### src/rtl/vr16_pkg.sv
// Shared definitions for the 4-register datapath: widths, register encodings and
// the operand-fetch FSM state type.
package vr16_pkg;

  localparam int DATA_W   = 16;
  localparam int SEL_W    = 2;
  localparam int NUM_REGS = 1 << SEL_W;

  localparam logic [SEL_W-1:0] REG_A = 2'b00;
  localparam logic [SEL_W-1:0] REG_B = 2'b01;
  localparam logic [SEL_W-1:0] REG_C = 2'b10;
  localparam logic [SEL_W-1:0] REG_D = 2'b11;

  typedef enum logic {
    EMPTY = 1'b0,
    FULL  = 1'b1
  } of_state_e;

  function automatic logic [NUM_REGS-1:0] sel_onehot(input logic [SEL_W-1:0] sel);
    sel_onehot = '0;
    sel_onehot[sel] = 1'b1;
  endfunction

endpackage

### src/rtl/operand_fetch_scoreboard.sv
// Pending-write scoreboard: one busy bit per register plus the two-source hazard lookup.
// Same-cycle writeback bypass of the hazard is enabled with OPERAND_FWD_EN.
module operand_fetch_scoreboard
  import vr16_pkg::*;
#(
  parameter int SEL_W_P = SEL_W
) (
  input  logic                      clk,
  input  logic                      reset,
  input  logic [SEL_W_P-1:0]        src_a_sel,
  input  logic [SEL_W_P-1:0]        src_b_sel,
  input  logic                      wb_enable,
  input  logic [SEL_W_P-1:0]        wb_sel,
  input  logic                      set_en,
  input  logic [SEL_W_P-1:0]        set_sel,
  output logic                      clr_a,
  output logic                      clr_b,
  output logic                      hazard,
  output logic [(2**SEL_W_P)-1:0]   busy
);

  logic [(2**SEL_W_P)-1:0] busy_q;
  logic [(2**SEL_W_P)-1:0] busy_d;

`ifdef OPERAND_FWD_EN
  always_comb begin
    clr_a = wb_enable && (wb_sel == src_a_sel);
    clr_b = wb_enable && (wb_sel == src_b_sel);
  end
`else
  always_comb begin
    clr_a = 1'b0;
    clr_b = 1'b0;
  end
`endif

  always_comb begin
    hazard = (busy_q[src_a_sel] && !clr_a) || (busy_q[src_b_sel] && !clr_b);
  end

  // Clear first, then set: a new writer issued in the same cycle its
  // predecessor lands keeps the register marked busy.
  always_comb begin
    busy_d = busy_q;
    if (wb_enable) begin
      busy_d[wb_sel] = 1'b0;
    end
    if (set_en) begin
      busy_d[set_sel] = 1'b1;
    end
  end

  always_ff @(posedge clk or posedge reset) begin
    if (reset) begin
      busy_q <= '0;
    end else begin
      busy_q <= busy_d;
    end
  end

  assign busy = busy_q;

endmodule

### src/rtl/operand_fetch.sv
// Operand fetch: selects source operands, stalls on scoreboard hazards and holds the
// operand packet in a one-deep output register. Optional bypass: OPERAND_FWD_EN.
module operand_fetch
  import vr16_pkg::*;
#(
  parameter int DATA_W_P = DATA_W,
  parameter int SEL_W_P  = SEL_W
) (
  input  logic                     clk,
  input  logic                     reset,
  input  logic                     instr_valid,
  output logic                     instr_ready,
  input  logic [SEL_W_P-1:0]       src_a_sel,
  input  logic [SEL_W_P-1:0]       src_b_sel,
  input  logic [SEL_W_P-1:0]       dest_sel,
  input  logic                     writes_dest,
  input  logic [DATA_W_P-1:0]      reg_a_in,
  input  logic [DATA_W_P-1:0]      reg_b_in,
  input  logic [DATA_W_P-1:0]      reg_c_in,
  input  logic [DATA_W_P-1:0]      reg_d_in,
  input  logic                     wb_enable,
  input  logic [SEL_W_P-1:0]       wb_sel,
  input  logic [DATA_W_P-1:0]      wb_data,
  output logic                     op_valid,
  input  logic                     op_ready,
  output logic [DATA_W_P-1:0]      op_a,
  output logic [DATA_W_P-1:0]      op_b,
  output logic [SEL_W_P-1:0]       op_dest,
  output logic                     op_writes,
  output logic [(2**SEL_W_P)-1:0]  busy,
  output of_state_e                dbg_state
);

  // Handshakes: a transfer happens on a rising edge where valid and ready are both
  // high. instr_ready is combinational; op_valid and op_* are registered and stay
  // stable while op_valid is high and op_ready is low.

  of_state_e              state_q, state_d;
  logic                   op_valid_q, op_valid_d;
  logic [DATA_W_P-1:0]    op_a_q, op_a_d;
  logic [DATA_W_P-1:0]    op_b_q, op_b_d;
  logic [SEL_W_P-1:0]     op_dest_q, op_dest_d;
  logic                   op_writes_q, op_writes_d;

  logic                   hazard;
  logic                   clr_a;
  logic                   clr_b;
  logic                   accept;
  logic [DATA_W_P-1:0]    reg_sel_a;
  logic [DATA_W_P-1:0]    reg_sel_b;
  logic [DATA_W_P-1:0]    opnd_a;
  logic [DATA_W_P-1:0]    opnd_b;

  operand_fetch_scoreboard #(
    .SEL_W_P (SEL_W_P)
  ) u_scoreboard (
    .clk       (clk),
    .reset     (reset),
    .src_a_sel (src_a_sel),
    .src_b_sel (src_b_sel),
    .wb_enable (wb_enable),
    .wb_sel    (wb_sel),
    .set_en    (accept && writes_dest),
    .set_sel   (dest_sel),
    .clr_a     (clr_a),
    .clr_b     (clr_b),
    .hazard    (hazard),
    .busy      (busy)
  );

  always_comb begin
    instr_ready = !hazard && ((state_q == EMPTY) || op_ready);
    accept      = instr_valid && instr_ready;
  end

  always_comb begin
    case (src_a_sel)
      REG_A:   reg_sel_a = reg_a_in;
      REG_B:   reg_sel_a = reg_b_in;
      REG_C:   reg_sel_a = reg_c_in;
      default: reg_sel_a = reg_d_in;
    endcase
    case (src_b_sel)
      REG_A:   reg_sel_b = reg_a_in;
      REG_B:   reg_sel_b = reg_b_in;
      REG_C:   reg_sel_b = reg_c_in;
      default: reg_sel_b = reg_d_in;
    endcase
  end

`ifdef OPERAND_FWD_EN
  always_comb begin
    opnd_a = clr_a ? wb_data : reg_sel_a;
    opnd_b = clr_b ? wb_data : reg_sel_b;
  end
`else
  // Without bypass the register inputs already carry written data one cycle later.
  logic unused_wb_data;
  always_comb begin
    opnd_a         = reg_sel_a;
    opnd_b         = reg_sel_b;
    unused_wb_data = ^{wb_data, clr_a, clr_b};
  end
`endif

  always_comb begin
    state_d     = state_q;
    op_a_d      = op_a_q;
    op_b_d      = op_b_q;
    op_dest_d   = op_dest_q;
    op_writes_d = op_writes_q;
    case (state_q)
      EMPTY: begin
        if (accept) begin
          state_d = FULL;
        end
      end
      FULL: begin
        if (op_ready && !accept) begin
          state_d = EMPTY;
        end
      end
      default: state_d = EMPTY;
    endcase
    if (accept) begin
      op_a_d      = opnd_a;
      op_b_d      = opnd_b;
      op_dest_d   = dest_sel;
      op_writes_d = writes_dest;
    end
    op_valid_d = (state_d == FULL);
  end

  always_ff @(posedge clk or posedge reset) begin
    if (reset) begin
      state_q     <= EMPTY;
      op_valid_q  <= 1'b0;
      op_a_q      <= '0;
      op_b_q      <= '0;
      op_dest_q   <= '0;
      op_writes_q <= 1'b0;
    end else begin
      state_q     <= state_d;
      op_valid_q  <= op_valid_d;
      op_a_q      <= op_a_d;
      op_b_q      <= op_b_d;
      op_dest_q   <= op_dest_d;
      op_writes_q <= op_writes_d;
    end
  end

  assign op_valid  = op_valid_q;
  assign op_a      = op_a_q;
  assign op_b      = op_b_q;
  assign op_dest   = op_dest_q;
  assign op_writes = op_writes_q;
  assign dbg_state = state_q;

endmodule
### config.mk
export PLATFORM = sky130hd
export DESIGN_NAME = operand_fetch
export DESIGN_NICKNAME = d
export VERILOG_FILES = /design/src/rtl/vr16_pkg.sv /design/src/rtl/operand_fetch_scoreboard.sv /design/src/rtl/operand_fetch.sv
export SDC_FILE = /design/constraint.sdc
export NUM_CORES = 1
export LEC_CHECK = 0
export CAP_MARGIN = 5
export CORE_UTILIZATION = 40
export DETAILED_ROUTE_END_ITERATION = 6
export PLACE_DENSITY = 0.79
export SLEW_MARGIN = 10
export SYNTH_ARGS = -nofsm -noshare
export SYNTH_HDL_FRONTEND = slang
export SYNTH_SLANG_ARGS = --single-unit
### constraint.sdc
create_clock -name clk -period 1.7 [get_ports clk]
set_input_delay 0.34 -clock clk [delete_from_list [all_inputs] [get_ports clk]]
set_output_delay 0.34 -clock clk [all_outputs]
set_load 0.1 [all_outputs]
Yosys cells after proc, flatten, opt, wreduce, memory -nomap -nowiden
Cells that the tools add are included.
{ "op_classes": {"n_mux": 15, "div": 0, "n_reduce_logical": 12, "n_eq_ne": 4, "magnitude_cmp": 6, "bitwise": 4, "shifts": 0, "mul": 0, "addsub": 0} }
{ "op_table": {"columns": ["op", "n"], "rows": [
  ["$pmux 16 s3", 2],
  ["$lt 2x3->1 const B", 4],
  ["$mux 4", 2],
  ["$logic_and 1x1->1", 6],
  ["$mux 1", 6],
  ["$and 4x4->4", 1],
  ["$bmux 1 s2", 2],
  ["$demux 1 s2", 2],
  ["$eq 2x1->1 const B", 2],
  ["$eq 2x2->1 const B", 2],
  ["$ge 2x1->1 const B", 2],
  ["$logic_not 2->1", 2],
  ["$not 4->4", 1],
  ["$or 4x4->4", 1],
  ["$logic_not 1->1", 2],
  ["$logic_or 1x1->1", 2],
  ["$pmux 1 s2", 1],
  ["$not 1->1", 1]
]} }
{ "word_totals": {"latch_bits": 0, "memories": 0, "rom_bits": 0, "word_cells": 47, "register_bits": 40, "output_inout_bits": 42, "mem_bits_rw": 0} }

Logic depth before layout (Yosys ltp)
Gate-level depths: netlist of the first run.
{ "logic_depth": {"word_depth": 10, "ltp_mapped": 6, "depth_no_buf": 4} }

By module
Synthesis of the first run repeated with hierarchy kept, for this count alone.
{ "hier_totals": {"cells_unflattened": 143, "area_unflattened_um2": 2537.4} }
{ "by_module_without_submodules": {"columns": ["mod", "seq_area_each_um2", "n_inst", "cells_each", "area_per_inst_um2"], "rows": [
  ["operand_fetch", 900.9, 1, 122, 2287.2],
  ["operand_fetch_scoreboard", 100.1, 1, 21, 250.2]
]} }

Worst setup path after synthesis of the first run
OpenSTA, ideal clock, no wires.
{ "synth_timing": {"kind": "register -> output", "startpoint": "register u_scoreboard.busy_q[2] (netlist: u_scoreboard.busy[2])", "endpoint": "output instr_ready", "path_buffers": 0, "path_slack_ns": -1.982, "arrival_ns": 3.342, "path_stages_with_launch": 4, "path_cell_list": "dfrtp_1 -> mux2i_1 -> o22ai_1 -> nor3b_1"} }
{ "synth_via": {"elab_chain_len": 5, "elab_cells_between_ends": 7, "classes_between": "mux (4); reduce/logical (3)"} }
{ "synth_rtl": {"columns": ["element", "line", "text"], "rows": [
  ["start, declared", "operand_fetch_scoreboard.sv:22", "logic [(2**SEL_W_P)-1:0] busy_q;"],
  ["start signal, assigned", "operand_fetch_scoreboard.sv:57", "busy_q <= busy_d;"],
  ["$bmux 1 s2", "operand_fetch_scoreboard.sv:38", "hazard = (busy_q[src_a_sel] && !clr_a) || (busy_q[src_b_sel] && !clr_b);"],
  ["$mux 1 (implied by the code)", "operand_fetch_scoreboard.sv:38", null],
  ["$logic_or 1x1->1 *", "operand_fetch_scoreboard.sv:38", null],
  ["$logic_not 1->1 *", "operand_fetch.sv:72", "instr_ready = !hazard && ((state_q == EMPTY) || op_ready);"],
  ["$logic_and 1x1->1 *", "operand_fetch.sv:72", null],
  ["end, declared", "operand_fetch.sv:12", "output logic instr_ready,"]
]} }
Every way passes the cells marked *; elsewhere a longest branch is shown, timed or not. The select of a mux whose other input is x is not followed.

Final worst setup path of the first run
Same ends and word-level chain as after synthesis.

==> reports/results.ini, run 1 <==
[detailed_routing]
drtIter0Drc=91
viasPerCell=5.55
wl_per_cell_um=22.0
drcViolationCount=0
wirelength_um=7980
dr.pass1.iters=4
antenna_left=0
num_vias=2008

[setup_path]
required_ps=1360
crit_path_end_kind=output pin
crit_fanout=3
crit_arrival_ps=1660
crit_type=register to output pin
cpMaxStageDelayCell=dfrtp_4
critPathMaxStageDelay_ps=500
critPathLaunchType=register
path_cells=mux2i_1 > o22ai_1 > buf_4 > nor3b_4 > buf_12
crit_buf_inv=2
crit_family=flip-flops

[power]
p_switching_mw=5.22
p_sw_share_pct=52.2
power_frac_comb_pct=73.5
p_leak_nw=1.96
powerDensity_nw_per_um2=2160
p_clk_share_pct=6.8
p_int_mw=4.78
seqPwrFrac_pct=19.7
peakVddDrop_uv=2040

[logic_synthesis]
syn_inst=146
ys_seq_area_share_pct=38.6
synth.distinct_cells=28
avgSynthCellArea_um2=17.8
ys_warn_count=0
synth_ff_type=dfrtp_1
synth_nets=240
synth_area_um2=2590
synthArstFlopShare_pct=100
ys_ff_latch=40
synth-edff-count=0

[sta]
slew_headroom_pct=87.3
fmax_mhz=499
worst_slack_ps=-303
slew_violations=0
fin_worst_skew_ps=6.89
finalCritPeriodShare_pct=118
worst_pin_slew_ps=185
finalHoldViolCount=0
fin_crit_ps=2000
rsz0062_at_grt=true
setup_viol=41

[final_layout]
nNetsFinal=380
fin_util_pct=75.9
syn_to_final_growth_pct=78.5
num_antenna_cells=0
layout-drive-gt1-share_pct=53.0
layout_commonest_cell=clkdlybuf4s50_1
mostFrequentLayoutCells=clkdlybuf4s50_1 (73), buf_12 (50), mux2_4 (35), dfrtp_1 (35), mux4_2 (30)
finalNonFillerCells=362

[status]
violations=setup timing
status=complete, but fails checks

[floorplan]
io_pins=136
die_x_um=82.5
dieArea_um2=6810
core_area_um2=6100
die_h_um=82.5
start_util_pct=42.5
rows=28

[placed_design]
place.gp.congestion=0.751
dpl.cell_count=347
port_buffers=119
dp_hpwl_um=5820

[clock_network]
insertion_delay_ps=300
cts.sinks=40
clockBufferDepth=2
numCtsBuffers=5
tritoncts=built
cts_max_level=2
clock-root-buffer=clkbuf_8
clkTransAtPathRegs_ps=80
postCtsHoldBufs=0

[global_route]
grt_pass1_vias=2191
grtUsageTotal_pct=25.2
grt_pass1_wl_um=12000
antenna_found_initial=0
grt_max_degree=41
grt_overflow=0

[worst_hold_path]
hp-class=input pin to asynchronous set/reset pin

[run]
drv_cap=0

[registers in the layout, summed over array words and instances, names as in the netlist]
name	cells
op_a	16
op_b	16
op_dest	2
op_valid	1
op_writes	1
u_scoreboard.busy	4
[layer usage]
| metal | part of all wire (%) | vias up | wire length, µm | track usage (%) |
|---|---|---|---|---|
| met5 | 0 | - | 0 | 0 |
| met1 | 38 | 1036 | 3050 | 29.1 |
| met4 | 1.3 | 0 | 102 | 6.55 |
| met3 | 8.2 | 9 | 658 | 6.26 |
| met2 | 52 | 91 | 4170 | 46.3 |
| li1 | - | 872 | - | - |
[power by group through the flow]
stage / logic, mW / clock network, mW / registers, mW
floorplan: 1.31 / 0 / 5.04
global placement: 7.09 / 0 / 1.97
detailed placement: 7.17 / 0 / 1.97
CTS: 7.40 / 0.688 / 1.96
global route: 7.52 / 0.745 / 2.01
finish: 7.35 / 0.679 / 1.97
[metrics by stage]
stage / hold slack [ps] / setup WS, ps / setup TNS [ps] / area (µm²) / power [mW]
2_1_floorplan: 488 / -425 / -7230 / 2620 / 6.34
3_3_place_gp: 558 / -487 / -19300 / 4390 / 9.06
3_5_place_dp: 554 / -582 / -22320 / 4390 / 9.14
4_1_cts: 385 / -274 / -5680 / 4650 / 10.0
5_1_grt: 410 / -373 / -9280 / 4630 / 10.3
6_report: 364 / -303 / -7330 / 4630 / 10.0
[synth_stat cells (2+ instances only)]
master / n / area share, %
nor2_1: 2 / 0.29
a22o_1: 3 / 1.0
clkbuf_1: 2 / 0.29
mux2i_1: 2 / 0.77
inv_1: 2 / 0.29
buf_2: 2 / 0.39
mux4_1: 2 / 2.0
mux4_2: 30 / 26
a32o_1: 2 / 0.77
buf_4: 2 / 0.58
buf_6: 3 / 1.3
dfrtp_1: 40 / 39
mux2_4: 35 / 20
buf_12: 3 / 2.3
nand2b_1: 2 / 0.48
nand3b_1: 2 / 0.58
[worst register-to-register path, stage by stage, from the launching register on]
cell      delay, ps
dfrtp_4         500
mux2i_1         190
o22ai_1         110
and4bb_4        390
buf_12          140
buf_12          120
buf_12          110
mux2_4          300
[cells by family (layout without fill, tap and decap cells)]
logic type	after synthesis	after routing	share of synthesized area [%]
buf+inv	15	156	5.74
compound gates	9	9	3.09
mux	69	69	49.1
simple gates	13	13	3.43
flops	40	40	38.6
[cell type report]
class                   count  area, µm²
repair buffers            146       1960
flip-flops and latches     40       1010
inverters                   2       7.51
well taps                  75       93.8
clock inverters             2       13.8
fillers                   375       1470
clock buffers               6       82.6
multi-input cells          91       1460
[path summary, 6_finish.rpt]
check / from / end / slack (ps) / cells past startpoint
hold reg to reg: op_b[15] / op_b[15] / 580 / 1
setup reg to reg: u_scoreboard.busy[2] / op_a[15] / -290 / 7
max in group asynchronous: reset / u_scoreboard.busy[0] / 1120 / 3
min in group clk: op_b[15] / op_b[15] / 580 / 1
hold / removal: reset / u_scoreboard.busy[3] / 360 / 3
setup / recovery: u_scoreboard.busy[2] / instr_ready / -300 / 5
[timing repair]
action                                  in CTS  in global routing
buffers inserted                             5                  2
endpoints found under the setup margin      41                 41
cloned                                       3                  0
pin swaps                                    1                  4
gates resized for setup                     10                  4
endpoints found under the hold margin        0                  0
(Power assumes the default switching activity.)
==> run 2, diff against run 1 <==
CORE_UTILIZATION = 43   (was 40)
DONT_BUFFER_PORTS = 1   (was unset)
PLACE_DENSITY = 0.56   (was 0.79)
==> reports/results.ini, run 2 (synthesis results as in run 1) <==
[status]
status=complete, but fails checks
violations=setup timing

[global_route]
met1_usage_pct=22.9
grt_use_met3_pct=5.26
grtUsageTotal_pct=19.2
antenna_found_initial=0
met2_usage_pct=33.7
grt_pass1_wl_um=9150
grt_pass1_vias=1820
grt.busiest_layer=met2
grt_max_degree=41
grt_overflow=0

[sta]
worst_pin_slew_ps=554
finalCritPeriodShare_pct=109
fmax_mhz=540
slew_violations=0
slew_headroom_pct=63.1
fin_worst_skew_ps=5.65
setup_viol=36
finalHoldViolCount=0
rsz0062_at_grt=true
hold_slack_ps=200
worst_slack_ps=-152
fin_crit_ps=1850

[final_layout]
layout-drive-gt1-share_pct=69.0
nNetsFinal=280
mostFrequentLayoutCells=buf_4 (41), mux2_4 (35), dfrtp_1 (35)
syn_to_final_growth_pct=18.3
final_area_um2=3070
num_antenna_cells=0
fill_cells=442
finalNonFillerCells=259
layout_commonest_cell=buf_4

[placed_design]
place.gp.congestion=0.781
post_dp_cell_area_um2=2950
dp_hpwl_um=4230
port_buffers=0
dpl.cell_count=249

[detailed_routing]
wirelength_um=5960
num_vias=1577
drcViolationCount=0
drtIter0Drc=35
dr.pass1.iters=4
wl_per_cell_um=23.0
viasPerCell=6.09
antenna_left=0

[floorplan]
die_x_um=79.6
core_area_um2=5640
die_h_um=79.6
rows=27
dieArea_um2=6340
io_pins=136
start_util_pct=46.0

[setup_path]
crit_arrival_ps=1510
crit_family=flip-flops
required_ps=1360
path_cells=mux2i_2 > o22ai_2 > nor3b_4 > buf_12
crit_fanout=3
crit_path_end_kind=output pin
critPathLaunchType=register
crit_buf_inv=1
cpMaxStageDelayCell=dfrtp_4
crit_type=register to output pin
critPathMaxStageDelay_ps=500

[clock_network]
cts_max_level=2
cts.sinks=40
clockBufferDepth=2
numCtsBuffers=5
tritoncts=built
clkTransAtPathRegs_ps=70
clock-root-buffer=clkbuf_8
insertion_delay_ps=280

[run]
drv_cap=0

[worst_hold_path]
hp-class=input pin to register

[run 2: cell type report]
class                      instances  area [µm²]  share of cell area (%)
clock buffer                       8        90.1                    2.94
timing repair buffer              46         398                    13.0
tap                               72        90.1                    2.94
sequential                        40        1010                    33.1
inverter                           2        7.51                   0.245
multi-input combinational         91        1470                    47.8
[run 2: through the flow]
stage	utilization (%)	TNS (ps)	worst slack, ps
final	54.4	-3490	-152
after global routing	54.4	-5010	-186
after CTS	54.3	-3120	-150
after detailed placement	52.2	-2840	-88.5
after global placement	52.2	-1220	-37.6
after floorplan	-	-7230	-425
[run 2: repair_timing]
item | 4_1_cts | 5_1_grt
resized for setup | 2 | 1
hold endpoints to repair | 40 | 0
setup endpoints to repair | 36 | 39
pin swaps | 1 | 0
setup buffers | 1 | 0
hold buffers | 1 | 0
[run 2: final timing paths]
path                       slack, ps  cells past startpoint              endpoint                  from
max in group asynchronous        960                      3  u_scoreboard.busy[1]                 reset
min                              200                      1            op_dest[1]           dest_sel[1]
min reg2reg                      520                      1               op_a[1]               op_a[1]
max reg2reg                     -110                      5               op_b[9]  u_scoreboard.busy[2]
max                             -150                      4           instr_ready  u_scoreboard.busy[2]
min in group asynchronous        530                      3               op_b[2]                 reset
[run 2: layer usage]
metal / part of all wire (%) / up-vias
li1: - / 667
met3: 8.3 / 4
met4: 0.64 / 0
met2: 53 / 78
met1: 38 / 828
met5: 0 / -
[run 2: worst reg2reg max path: stages, from the launching register on]
cell and delay (ps):
dfrtp_4 500, mux2i_2 180, o22ai_2 120, and4bb_4 360
buf_12 200, mux2_4 330
Power of run 2 is not shown: default switching activity piles up to over one toggle a cycle in this logic, so the estimate is an artifact.
